`src/rtl/mcu_pkg.sv`:
```
// Shared constants for the multi-cycle MIPS control unit: state codes,
// opcodes, ALU operation codes, PC/RegDst mux codes and the control bundle.
package mcu_pkg;

  typedef enum logic [2:0] {
    ST_IF      = 3'b000,
    ST_ID      = 3'b001,
    ST_EXE_MEM = 3'b010,
    ST_MEM     = 3'b011,
    ST_WB_LW   = 3'b100,
    ST_EXE_BR  = 3'b101,
    ST_EXE_R   = 3'b110,
    ST_WB_R    = 3'b111
  } state_e;

  // Opcodes (IR[31:26])
  localparam logic [5:0] OP_ADD   = 6'b000000;
  localparam logic [5:0] OP_SUB   = 6'b000001;
  localparam logic [5:0] OP_ADDIU = 6'b000010;
  localparam logic [5:0] OP_AND   = 6'b010000;
  localparam logic [5:0] OP_ANDI  = 6'b010001;
  localparam logic [5:0] OP_OR    = 6'b010010;
  localparam logic [5:0] OP_ORI   = 6'b010011;
  localparam logic [5:0] OP_XOR   = 6'b010100;
  localparam logic [5:0] OP_XORI  = 6'b010101;
  localparam logic [5:0] OP_SLL   = 6'b011000;
  localparam logic [5:0] OP_SLT   = 6'b100111;
  localparam logic [5:0] OP_SW    = 6'b110000;
  localparam logic [5:0] OP_LW    = 6'b110001;
  localparam logic [5:0] OP_BEQ   = 6'b110100;
  localparam logic [5:0] OP_BNE   = 6'b110101;
  localparam logic [5:0] OP_BLTZ  = 6'b110110;
  localparam logic [5:0] OP_J     = 6'b111000;
  localparam logic [5:0] OP_JR    = 6'b111001;
  localparam logic [5:0] OP_JAL   = 6'b111010;
  localparam logic [5:0] OP_HALT  = 6'b111111;

  // ALU operations
  localparam logic [2:0] ALU_ADD = 3'b000;
  localparam logic [2:0] ALU_SUB = 3'b001;
  localparam logic [2:0] ALU_SLL = 3'b010;
  localparam logic [2:0] ALU_OR  = 3'b011;
  localparam logic [2:0] ALU_AND = 3'b100;
  localparam logic [2:0] ALU_SLT = 3'b101;
  localparam logic [2:0] ALU_XOR = 3'b110;

  // PC source select
  localparam logic [1:0] PCSRC_NEXT   = 2'b00;
  localparam logic [1:0] PCSRC_BRANCH = 2'b01;
  localparam logic [1:0] PCSRC_RS     = 2'b10;
  localparam logic [1:0] PCSRC_JUMP   = 2'b11;

  // Write-register select, shared with the register file
  localparam logic [1:0] REGDST_RA = 2'b00;
  localparam logic [1:0] REGDST_RT = 2'b01;
  localparam logic [1:0] REGDST_RD = 2'b10;

  typedef struct packed {
    logic       pc_wre;
    logic       ir_wre;
    logic       reg_wre;
    logic [1:0] reg_dst;
    logic       wr_reg_d_src;
    logic       alu_src_a;
    logic       alu_src_b;
    logic       ext_sel;
    logic       db_data_src;
    logic       m_rd;
    logic       m_wr;
    logic [1:0] pc_src;
    logic [2:0] alu_op;
  } ctrl_t;

  // Three-register ALU instructions writing rd
  function automatic logic is_rtype(input logic [5:0] op);
    return op inside {OP_ADD, OP_SUB, OP_AND, OP_OR, OP_XOR, OP_SLL, OP_SLT};
  endfunction

  // Immediate ALU instructions writing rt
  function automatic logic is_itype(input logic [5:0] op);
    return op inside {OP_ADDIU, OP_ANDI, OP_ORI, OP_XORI};
  endfunction

  function automatic logic is_branch(input logic [5:0] op);
    return op inside {OP_BEQ, OP_BNE, OP_BLTZ};
  endfunction

  function automatic logic is_jump(input logic [5:0] op);
    return op inside {OP_J, OP_JR, OP_JAL};
  endfunction

  function automatic logic is_legal(input logic [5:0] op);
    return is_rtype(op) || is_itype(op) || is_branch(op) || is_jump(op) ||
           (op inside {OP_LW, OP_SW, OP_HALT});
  endfunction

  // ALU operation used during execute of an ALU-class instruction
  function automatic logic [2:0] alu_op_of(input logic [5:0] op);
    logic [2:0] r;
    case (op)
      OP_SUB:           r = ALU_SUB;
      OP_SLL:           r = ALU_SLL;
      OP_OR,  OP_ORI:   r = ALU_OR;
      OP_AND, OP_ANDI:  r = ALU_AND;
      OP_SLT:           r = ALU_SLT;
      OP_XOR, OP_XORI:  r = ALU_XOR;
      default:          r = ALU_ADD;
    endcase
    return r;
  endfunction

endpackage

```
`src/rtl/mcu_ctrl_decode.sv`:
```
// Pure combinational decode of (state, opcode, flags) into datapath controls.
// Write enables are asserted in exactly one state per instruction.
module mcu_ctrl_decode
  import mcu_pkg::*;
(
  input  state_e     state_i,
  input  logic [5:0] opcode_i,
  input  logic       zero_i,
  input  logic       sign_i,
  output ctrl_t      ctrl_o
);

  logic taken_s;

  // Branch condition from the ALU flags of the rs-rt (or rs-0) subtraction
  always_comb begin
    taken_s = 1'b0;
    case (opcode_i)
      OP_BEQ:  taken_s = zero_i;
      OP_BNE:  taken_s = ~zero_i;
      OP_BLTZ: taken_s = sign_i;
      default: taken_s = 1'b0;
    endcase
  end

  // Per-state control decode
  always_comb begin
    ctrl_o = '0;
    case (state_i)
      ST_IF: begin
        ctrl_o.ir_wre = 1'b1;
      end
      ST_ID: begin
        if (opcode_i == OP_J) begin
          ctrl_o.pc_wre = 1'b1;
          ctrl_o.pc_src = PCSRC_JUMP;
        end else if (opcode_i == OP_JAL) begin
          ctrl_o.pc_wre       = 1'b1;
          ctrl_o.pc_src       = PCSRC_JUMP;
          ctrl_o.reg_wre      = 1'b1;
          ctrl_o.reg_dst      = REGDST_RA;
          ctrl_o.wr_reg_d_src = 1'b0;
        end else if (opcode_i == OP_JR) begin
          ctrl_o.pc_wre = 1'b1;
          ctrl_o.pc_src = PCSRC_RS;
        end else if (!is_legal(opcode_i)) begin
          // Unknown opcode retires as a NOP
          ctrl_o.pc_wre = 1'b1;
          ctrl_o.pc_src = PCSRC_NEXT;
        end else begin
          ctrl_o.pc_wre = 1'b0;
        end
      end
      ST_EXE_R, ST_WB_R: begin
        // Mux selects held through writeback so the write data stays stable
        ctrl_o.alu_src_a = (opcode_i == OP_SLL);
        ctrl_o.alu_src_b = is_itype(opcode_i);
        ctrl_o.ext_sel   = (opcode_i == OP_ADDIU);
        ctrl_o.alu_op    = alu_op_of(opcode_i);
        if (state_i == ST_WB_R) begin
          ctrl_o.reg_wre      = 1'b1;
          ctrl_o.reg_dst      = is_rtype(opcode_i) ? REGDST_RD : REGDST_RT;
          ctrl_o.wr_reg_d_src = 1'b1;
          ctrl_o.pc_wre       = 1'b1;
        end else begin
          ctrl_o.reg_wre = 1'b0;
        end
      end
      ST_EXE_BR: begin
        ctrl_o.alu_op = ALU_SUB;
        ctrl_o.pc_wre = 1'b1;
        ctrl_o.pc_src = taken_s ? PCSRC_BRANCH : PCSRC_NEXT;
      end
      ST_EXE_MEM, ST_MEM, ST_WB_LW: begin
        // Address = rs + sign-extended offset, held for the whole access
        ctrl_o.alu_src_b = 1'b1;
        ctrl_o.ext_sel   = 1'b1;
        ctrl_o.alu_op    = ALU_ADD;
        if (state_i == ST_MEM) begin
          if (opcode_i == OP_LW) begin
            ctrl_o.m_rd        = 1'b1;
            ctrl_o.db_data_src = 1'b1;
          end else begin
            ctrl_o.m_wr   = 1'b1;
            ctrl_o.pc_wre = 1'b1;
          end
        end else if (state_i == ST_WB_LW) begin
          ctrl_o.reg_wre      = 1'b1;
          ctrl_o.reg_dst      = REGDST_RT;
          ctrl_o.wr_reg_d_src = 1'b1;
          ctrl_o.db_data_src  = 1'b1;
          ctrl_o.pc_wre       = 1'b1;
        end else begin
          ctrl_o.m_rd = 1'b0;
        end
      end
      default: begin
        ctrl_o = '0;
      end
    endcase
  end

endmodule

```
`src/rtl/multi_cycle_control_unit.sv`:
```
// Multi-cycle MIPS control FSM: holds the state register, sequences each
// instruction IF/ID/EXE/MEM/WB and gates all controls off while in reset.
module multi_cycle_control_unit
  import mcu_pkg::*;
(
  input  logic       CLK,
  input  logic       Reset,
  input  logic [5:0] opcode,
  input  logic       zero,
  input  logic       sign,
  output logic       PCWre,
  output logic       IRWre,
  output logic       RegWre,
  output logic [1:0] RegDst,
  output logic       WrRegDSrc,
  output logic       ALUSrcA,
  output logic       ALUSrcB,
  output logic       ExtSel,
  output logic       DBDataSrc,
  output logic       mRD,
  output logic       mWR,
  output logic [1:0] PCSrc,
  output logic [2:0] ALUOp,
  output logic [2:0] state
);

  state_e state_q;
  state_e state_d;
  ctrl_t  ctrl_dec_s;
  ctrl_t  ctrl_s;

  // Next-state sequencing
  always_comb begin
    state_d = ST_IF;
    case (state_q)
      ST_IF: state_d = ST_ID;
      ST_ID: begin
        if (opcode == OP_HALT) begin
          state_d = ST_ID;
        end else if (is_jump(opcode) || !is_legal(opcode)) begin
          state_d = ST_IF;
        end else if (is_branch(opcode)) begin
          state_d = ST_EXE_BR;
        end else if (opcode == OP_LW || opcode == OP_SW) begin
          state_d = ST_EXE_MEM;
        end else begin
          state_d = ST_EXE_R;
        end
      end
      ST_EXE_R:   state_d = ST_WB_R;
      ST_WB_R:    state_d = ST_IF;
      ST_EXE_BR:  state_d = ST_IF;
      ST_EXE_MEM: state_d = ST_MEM;
      ST_MEM: begin
        if (opcode == OP_LW) begin
          state_d = ST_WB_LW;
        end else begin
          state_d = ST_IF;
        end
      end
      ST_WB_LW:   state_d = ST_IF;
      default:    state_d = ST_IF;
    endcase
  end

  // State register, returns to IF immediately on reset
  always_ff @(posedge CLK or negedge Reset) begin
    if (!Reset) begin
      state_q <= ST_IF;
    end else begin
      state_q <= state_d;
    end
  end

  mcu_ctrl_decode u_decode (
    .state_i  (state_q),
    .opcode_i (opcode),
    .zero_i   (zero),
    .sign_i   (sign),
    .ctrl_o   (ctrl_dec_s)
  );

  // Every enable and mux select is forced low while reset is held
  always_comb begin
    if (Reset) begin
      ctrl_s = ctrl_dec_s;
    end else begin
      ctrl_s = '0;
    end
  end

  assign PCWre     = ctrl_s.pc_wre;
  assign IRWre     = ctrl_s.ir_wre;
  assign RegWre    = ctrl_s.reg_wre;
  assign RegDst    = ctrl_s.reg_dst;
  assign WrRegDSrc = ctrl_s.wr_reg_d_src;
  assign ALUSrcA   = ctrl_s.alu_src_a;
  assign ALUSrcB   = ctrl_s.alu_src_b;
  assign ExtSel    = ctrl_s.ext_sel;
  assign DBDataSrc = ctrl_s.db_data_src;
  assign mRD       = ctrl_s.m_rd;
  assign mWR       = ctrl_s.m_wr;
  assign PCSrc     = ctrl_s.pc_src;
  assign ALUOp     = ctrl_s.alu_op;
  assign state     = state_q;

endmodule

```
`config.mk`:
```
export PLATFORM = sky130hd
export DESIGN_NAME = multi_cycle_control_unit
export DESIGN_NICKNAME = d
export VERILOG_FILES = /design/src/rtl/mcu_pkg.sv /design/src/rtl/mcu_ctrl_decode.sv /design/src/rtl/multi_cycle_control_unit.sv
export SDC_FILE = /design/constraint.sdc
export NUM_CORES = 1
export LEC_CHECK = 0
export BUFFER_PORTS_ARGS = -buffer_cell sky130_fd_sc_hd__clkbuf_2
export CAP_MARGIN = 5
export CELL_PAD_IN_SITES_DETAIL_PLACEMENT = 1
export CELL_PAD_IN_SITES_GLOBAL_PLACEMENT = 1
export CORE_ASPECT_RATIO = 1.25
export CORE_UTILIZATION = 31
export DETAILED_ROUTE_END_ITERATION = 7
export PLACE_DENSITY = 0.83
export SYNTH_ARGS = -nofsm -noshare
export SYNTH_HDL_FRONTEND = slang
export SYNTH_SLANG_ARGS = --single-unit
```
`constraint.sdc`:
```
create_clock -name CLK -period 1.4 [get_ports CLK]
set_input_delay 0.14 -clock CLK [delete_from_list [all_inputs] [get_ports CLK]]
set_output_delay 0.14 -clock CLK [all_outputs]
set_load 0.02 [all_outputs]
```
==> results.yml, run 1 <==
drt:
  drc_errors: 0
  antenna_left: 0
  wl_met3_um: 419
  viasPerCell: 6.10
  wirelength_met1_um: 2310
  num_vias: 1317
  detail_route.first_pass.iterations: 4
  wirelength_um: 5730
  topRoutingLayerUsed: "met4"
  wire_per_inst_um: 26.5
  drt_iter0_markers: 71
  wl_met2_um: 2740
power:
  peakVddDrop_mv: 0.828
  p_int_uw: 1030
  switchingPower_uw: 1070
  power_switching_share: 0.510
  power.leakage_uw: 0.000739
  report.power.total_uw: 2100
  pwr-share-comb: 0.810
  pwr-share-seq: 0.091
  p_per_area_nw_per_um2: 1230
  clockPowerShare: 0.099
yosys:
  synth-seq-cells: 3
  synthFlopType: "dfrtp_1"
  synth_edf_count: 0
  synthCells: 110
  syn_area_per_cell_um2: 7.48
  yosys_warnings: 0
  syn_area_um2: 823
  async_flop_share: 1.00
  synthTopCellsByArea: "clkbuf_8 (10%), dfrtp_1 (9.1%), nand2_1 (4.1%)"
  synthDistinctLibCells: 44
  synth_top_cells_by_count: "nand2_1 (9), nor2_1 (9)"
  yosysTopAreaCellShare: 0.100
  synth_largest_area_cell: "clkbuf_8"
  synth_seq_area_share: 0.0912
  syn_nets: 120
floorplanning:
  die_h_um: 59.6
  ioPinCount: 30
  core_region_area_um2: 2480
  die_x_um: 48.1
  rows: 20
  start_util: 0.332
  dieArea_um2: 2870
global_route:
  antenna_found_initial: 0
  first_global_vias: 1376
  grt_max_degree: 12
  grt_overflow: 0
  grt_pass1_wl_um: 7360
  track_usage: 0.376
timing:
  hold_viol: 0
  tns_ps: -5840
  fin_crit_sh: 1.31
  fin_crit_ps: 1840
  fmax_mhz: 544
  slew_violations: 0
  hold_ws_ps: 372
  finClkSkew_ps: 2.62
  tightest_slew_ps: 481
  setup_viol: 18
  relSlewSlack: 0.676
  rsz0062_at_grt: "true"
  setup_ws_ps: -440
place:
  gp_congestion: 0.823
  hpwl_um: 2590
  place_area_um2: 1230
  port_buffers: 29
setup_path:
  cp_max_fo: 10
  critPathRequiredTime_ps: 1260
  end_kind: "output port"
  critPathKind: "register to output port"
  start_kind: "register"
  arrival_ps: 1700
cts:
  cts_sinks: 3
  clock_latency_ps: 270
  cts_buffer_depth: 2
  h-tree-depth: 1
  clk_pin_slew_ps: 60
  root_buffer: "clkbuf_4"
  tritoncts: "yes"
  cts-buffers-inserted: 3
finish:
  n_antenna_cell: 0
  num-nets-final: 194
  fin_area_um2: 1700
  area_growth_syn_to_layout_pct: 107
  largest_reg_flops: 3
  nFillCells: 277
  drive_above_1_share: 0.689
run_status:
  outcome: "finished with violations"
  violations: "negative setup slack"
run:
  drv_cap: 0
min_path:
  hold_path.class: "input port to register"
==> power groups by stage <==
stage / combinational (µW) / sequential (µW) / clock [µW]
floorplan: 583 / 207 / 0
detailed placement: 957 / 166 / 0
global placement: 913 / 158 / 0
finish: 1700 / 192 / 207
CTS: 1480 / 177 / 163
global route: 1780 / 193 / 208
==> stage by stage <==
stage	utilization	instances	setup WS (ps)
finish	0.688	216	-440
global route	0.688	216	-592
CTS	0.656	219	-297
detailed placement	0.498	200	-187
global placement	0.498	200	-124
floorplan	-	110	-142
==> cell families after synthesis <==
| family | Yosys count | share of synthesized area |
|---|---|---|
| AOI/OAI and AO/OA | 30 | 0.278 |
| muxes | 1 | 0.0122 |
| DFF | 3 | 0.0912 |
| xor gates and xnor gates | 2 | 0.0213 |
| buffers and inverters | 16 | 0.175 |
| and+or+nand+nor | 58 | 0.423 |
==> metal layers <==
metal | GRT usage | vias to the layer above
met3 | 0.0762 | 26
met1 | 0.499 | 651
met5 | 0 | -
met2 | 0.579 | 85
li1 | - | 555
met4 | 0.151 | 0
==> cells in the final DEF, fill, tap and decap left out, drive strengths merged, types with 3 or more instances in the layout <==
cell / count
buf: 58
nor4: 5
nor2: 9
nor3: 6
clkbuf: 26
nand3: 6
nor4b: 3
nand2b: 5
o21ai: 7
nand2: 10
nor3b: 4
dfrtp: 3
a21oi: 5
inv: 4
==> timing repair <==
item | 4_1_cts | 5_1_grt
hold endpoints to repair | 3 | 0
gates resized for setup | 59 | 25
hold buffers | 1 | 0
buffers inserted | 14 | 6
setup endpoints to repair | 17 | 19
pin swaps | 8 | 7
==> final cells by class <==
class                   instances  area, µm²  share of cell area
well taps                      33       41.3              0.0242
clock buffers                   4       26.3              0.0154
multi-input cells              91        838               0.492
flip-flops and latches          3       77.6              0.0455
repair buffers                 81        703               0.413
inverters                       4       17.5              0.0103
==> critical path: stages (launching register included) <==
cell      delay [ps]
dfrtp_1          420
buf_4            260
nand2_1          190
nor3_4           230
o21a_1           180
clkbuf_8         150
==> path summary, 6_finish.rpt <==
path	from	endpoint	slack, ps	depth (start not counted)
min	opcode[3]	state[2]	370	3
max reg2reg	state[1]	state[1]	110	5
max	state[1]	DBDataSrc	-440	5
max in group asynchronous	Reset	state[0]	660	3
min reg2reg	state[0]	state[0]	740	2
min in group asynchronous	Reset	state[1]	530	3
Note: power is estimated with default switching activity, not from simulation.
==> run 2, diff against run 1 <==
CORE_UTILIZATION = 30   (was 31)
REMOVE_ABC_BUFFERS = 1   (was default)
SYNTH_HIERARCHICAL = 1   (was default)
==> results.yml, run 2 <==
cts:
  cts_buffer_depth: 2
  tritoncts: "yes"
  clk_pin_slew_ps: 40
  h-tree-depth: 1
  cts_sinks: 3
  root_buffer: "clkbuf_4"
  cts-buffers-inserted: 3
  clock_latency_ps: 240
finish:
  drive_above_1_share: 0.567
  nFillCells: 334
  n_antenna_cell: 0
  layout_commonest_cell: "buf_4"
  most-common-layout-cells: "buf_4 (42), and2_1 (16), nor2_1 (11), buf_6 (11), clkbuf_2 (10)"
  area_growth_syn_to_layout_pct: 95.0
  fin_util: 0.622
  num-nets-final: 214
  largest_reg_flops: 3
  fin_area_um2: 1670
setup_path:
  reg2reg_depth: 7
  rr_startpoint: "state[0]"
  critPathSlowestCell: "or4_4"
  reg2reg_to: "state[1]"
  arrival_ps: 1900
  cp.depth: 7
  crit_path_end: "PCWre"
  path_buf_inv: 1
  critPathKind: "register to output port"
  cp_cell_sequence: "nand2b_4 -> or4_4 -> nor3_4 -> a21oi_2 -> o41ai_2 -> and2_1 -> clkbuf_8"
  cp-startpoint: "state[1]"
  cp_max_fo: 2
  r2r_slack_ps: -420
  end_kind: "output port"
  critPathRequiredTime_ps: 1260
  start_kind: "register"
  cp_top_family: "simple AND/OR/NAND/NOR gates"
  slowest_delay_ps: 480
global_route:
  track_usage: 0.276
  grt_max_degree: 19
  first_global_vias: 1289
  grt_overflow: 0
  grt_pass1_wl_um: 6270
  antenna_found_initial: 0
min_path:
  hold_path.class: "input port to register"
floorplanning:
  dieArea_um2: 3070
  rows: 21
  die_x_um: 49.7
  die_h_um: 61.7
  ioPinCount: 30
  start_util: 0.319
  core_region_area_um2: 2680
yosys:
  async_flop_share: 1.00
  synthFlopType: "dfrtp_1"
  syn_area_um2: 855
  synthDistinctLibCells: 45
  syn_area_per_cell_um2: 6.62
  synth_top_cells_by_count: "and2_1 (17), nor2_1 (14), nand2_1 (9)"
  yosysTopAreaCellShare: 0.124
  synth_most_common_cell: "and2_1"
  synthCells: 129
  synthTopCellsByArea: "and2_1 (12%), dfrtp_1 (8.8%), nor2_1 (6.1%)"
  synth-seq-cells: 3
  yosys_warnings: 6
  synth_largest_area_cell: "and2_1"
  synth_edf_count: 0
  synth_seq_area_share: 0.0878
power:
  p_per_area_nw_per_um2: 1330
  peakVddDrop_mv: 1.02
  power.leakage_uw: 0.000787
  report.power.total_uw: 2220
drt:
  detail_route.first_pass.iterations: 4
  num_vias: 1366
  wirelength_met1_um: 1820
  topRoutingLayerUsed: "met4"
  drt_iter0_markers: 29
  wire_per_inst_um: 22.8
  antenna_left: 0
  viasPerCell: 5.76
  wl_met3_um: 244
  drc_errors: 0
  wirelength_um: 5400
  wl_met2_um: 2940
run_status:
  outcome: "finished with violations"
  violations: "negative setup slack"
timing:
  slew_violations: 0
  finClkSkew_ps: 4.14
  tightest_slew_ps: 328
  rsz0062_at_grt: "true"
  fin_crit_sh: 1.46
  fin_crit_ps: 2040
  setup_viol: 20
  fmax_mhz: 490
  hold_ws_ps: 439
  hold_viol: 0
  relSlewSlack: 0.781
  tns_ps: -9020
  setup_ws_ps: -640
place:
  hpwl_um: 2590
  port_buffers: 29
  gp_congestion: 0.922
  place_area_um2: 1230
run:
  drv_cap: 0
==> run 2: changes by cell type in the layout (fill, tap and decap cells not counted), moves of 3 or more <==
cell	before	now
nor2_1	6	11
buf_6	7	11
o21ai_1	0	4
o21ai_0	5	1
clkbuf_4	8	4
a31oi_1	1	5
buf_4	48	42
and2_1	0	16
a21oi_1	3	7
buf_2	0	3
==> run 2: worst min-delay path by stage <==
| stage | endpoint | cells after the start | start |
|---|---|---|---|
| 3_3_place_gp | state[0] | 1 | Reset |
| 4_1_cts | state[2] | 4 | opcode[4] |
| 3_5_place_dp | state[1] | 1 | Reset |
| 6_report | state[2] | 4 | opcode[4] |
| 5_1_grt | state[2] | 4 | opcode[4] |
| 2_1_floorplan | state[0] | 0 | Reset |
==> run 2: logic make-up (layout without fill, tap and decap cells) <==
kind of cell	count (synthesis)	in the layout	synth area share
AO/OA/AOI/OAI	36	36	0.297
buffers and inverters	14	88	0.0878
XOR/XNOR	2	2	0.0205
AND/OR/NAND/NOR	74	74	0.507
flip-flops	3	3	0.0878
==> run 2: report_power, final <==
group          internal (µW)  switching, µW
Clock                    107           53.4
Sequential               125           34.2
Combinational            949            956
==> run 2: worst register-to-register path: stages, from the launching register on <==
cell	delay (ps)
dfrtp_1	400
buf_4	140
buf_6	80
buf_6	110
buf_6	120
or2b_1	250
a311o_2	350
o32ai_2	260
==> run 2: area by class of cell <==
class,instances,area [µm²],area share
Inverter,5,21.3,0.0128
Tap cell,34,42.5,0.0255
Sequential cell,3,75.1,0.0450
Multi-Input combinational cell,112,816,0.489
Timing Repair Buffer,79,686,0.411
Clock buffer,4,26.3,0.0158
==> run 2: layer usage <==
metal / track usage / vias up
met5: 0 / -
met4: 0.143 / 0
met3: 0.0346 / 34
met2: 0.550 / 62
met1: 0.282 / 660
li1: - / 610
==> run 2: stage by stage <==
stage	std cells	setup WS [ps]
global route	237	-682
detailed placement	215	-390
finish	237	-640
floorplan	120	-509
CTS	228	-549
global placement	215	-305
==> run 2: repair_timing <==
action	4_1_cts	5_1_grt
hold buffers	1	0
gates resized for setup	44	36
hold endpoints to repair	3	0
endpoints found under the setup margin	19	20
pin swaps	9	3
buffers inserted	8	10
==> run 3, diff against run 2 <==
REMOVE_ABC_BUFFERS = default   (was 1)
==> results.yml, run 3 (synthesis results as in run 2) <==
place:
  dp_cells: 218
  hpwl_um: 2750
  place_area_um2: 1280
  gp_congestion: 0.824
  port_buffers: 29
finish:
  drive_above_1_share: 0.622
  n_antenna_cell: 0
  num-nets-final: 212
  fin_cells: 235
  nFillCells: 324
  layout_commonest_cell: "buf_4"
  largest_reg_flops: 3
  most-common-layout-cells: "buf_4 (36), clkbuf_2 (12), buf_6 (11)"
  fin_area_um2: 1720
  area_growth_syn_to_layout_pct: 102
global_route:
  antenna_found_initial: 0
  grt_overflow: 0
  grt_pass1_wl_um: 6840
  grt_max_degree: 19
  first_global_vias: 1340
  track_usage: 0.309
cts:
  cts_buffer_depth: 2
  h-tree-depth: 1
  clk_pin_slew_ps: 40
  root_buffer: "clkbuf_4"
  clock_latency_ps: 250
  cts-buffers-inserted: 3
  cts_sinks: 3
  tritoncts: "yes"
power:
  power.leakage_uw: 0.000799
  p_per_area_nw_per_um2: 1230
  peakVddDrop_mv: 1.08
timing:
  fin_crit_sh: 1.54
  rsz0062_at_grt: "true"
  tightest_slew_ps: 488
  slew_violations: 0
  fin_crit_ps: 2160
  finClkSkew_ps: 7.37
  hold_viol: 0
  setup_ws_ps: -759
  relSlewSlack: 0.671
  setup_viol: 20
  fmax_mhz: 463
setup_path:
  critPathRequiredTime_ps: 1260
  slowest_delay_ps: 430
  cp_max_fo: 3
  critPathSlowestCell: "nor4_1"
  arrival_ps: 2020
  end_kind: "output port"
  start_kind: "register"
  reg2reg_depth: 7
  critPathKind: "register to output port"
  cp_cell_sequence: "nand2b_4 -> buf_4 -> nor4_1 -> nand3_1 -> o21bai_1 -> and2_4 -> buf_8"
drt:
  num_vias: 1451
  drc_errors: 0
  wirelength_um: 5740
  detail_route.first_pass.iterations: 4
  wire_per_inst_um: 24.4
  drt_iter0_markers: 47
  antenna_left: 0
  viasPerCell: 6.17
floorplanning:
  dieArea_um2: 3070
  die_x_um: 49.7
  die_h_um: 61.7
  rows: 21
  start_util: 0.319
  core_region_area_um2: 2680
  ioPinCount: 30
run_status:
  outcome: "finished with violations"
  violations: "negative setup slack"
min_path:
  hold_path.class: "input port to register"
  min_path_cells: 4
run:
  drv_cap: 0
yosys:
  syn_nets: 139
-- run 3: cell count changes in the layout (fill, tap and decap cells not counted), sizes merged --
cell,before,now
buf,57,53
clkbuf,25,27
-- run 3: cell type report --
type                            instances  area (µm²)  share of cell area
Multi-Input combinational cell        112         841               0.488
Timing Repair Buffer                   77         717               0.416
Sequential cell                         3        78.8              0.0457
Tap cell                               34        42.5              0.0247
Clock buffer                            4        26.3              0.0152
Inverter                                5        18.8              0.0109
-- run 3: per-stage QoR --
stage | utilization | power (µW) | TNS [ps] | hold slack [ps] | setup WS [ps]
2_1_floorplan | - | 862 | -836 | -156 | -244
3_3_place_gp | 0.479 | 1270 | -3100 | 26.0 | -337
3_5_place_dp | 0.479 | 1330 | -4350 | 43.2 | -412
4_1_cts | 0.589 | 1740 | -5690 | 361 | -618
5_1_grt | 0.643 | 2200 | -9150 | 416 | -830
6_report | 0.643 | 2120 | -8240 | 401 | -759
-- run 3: path summary, 6_finish.rpt --
kind	startpoint	end	slack, ps
max	state[1]	PCSrc[0]	-760
min	opcode[0]	state[2]	400
max reg2reg	state[2]	state[1]	-390
min reg2reg	state[0]	state[1]	800
max in group asynchronous	Reset	state[1]	650
min in group asynchronous	Reset	state[2]	530
-- run 3: timing repair --
| item | CTS | global route |
|---|---|---|
| resized for setup | 56 | 23 |
| pin swaps | 8 | 3 |
| cloned | 0 | 0 |
| setup buffers | 2 | 10 |
| endpoints found under the setup margin | 19 | 19 |
| hold buffers | 1 | 0 |
| hold endpoints to repair | 3 | 0 |
-- run 3: routing by layer --
layer | global-route usage | share of wire | vias up
li1 | - | - | 609
met1 | 0.316 | 0.36 | 707
met2 | 0.602 | 0.53 | 93
met3 | 0.0543 | 0.052 | 42
met4 | 0.163 | 0.059 | 0
met5 | 0 | 0 | -
-- run 3: where the power goes --
group          total (µW)  switching, µW  internal (µW)
Sequential            171           38.3            132
Combinational        1780            915            870
Clock                 167           59.2            108
-- run 3: worst max-delay path, delay by kind of cell (launching register included) --
kind            cells  cell delay [ps]
buf+inv             2              250
simple gates        4              930
flops               1              400
compound gates      1              190
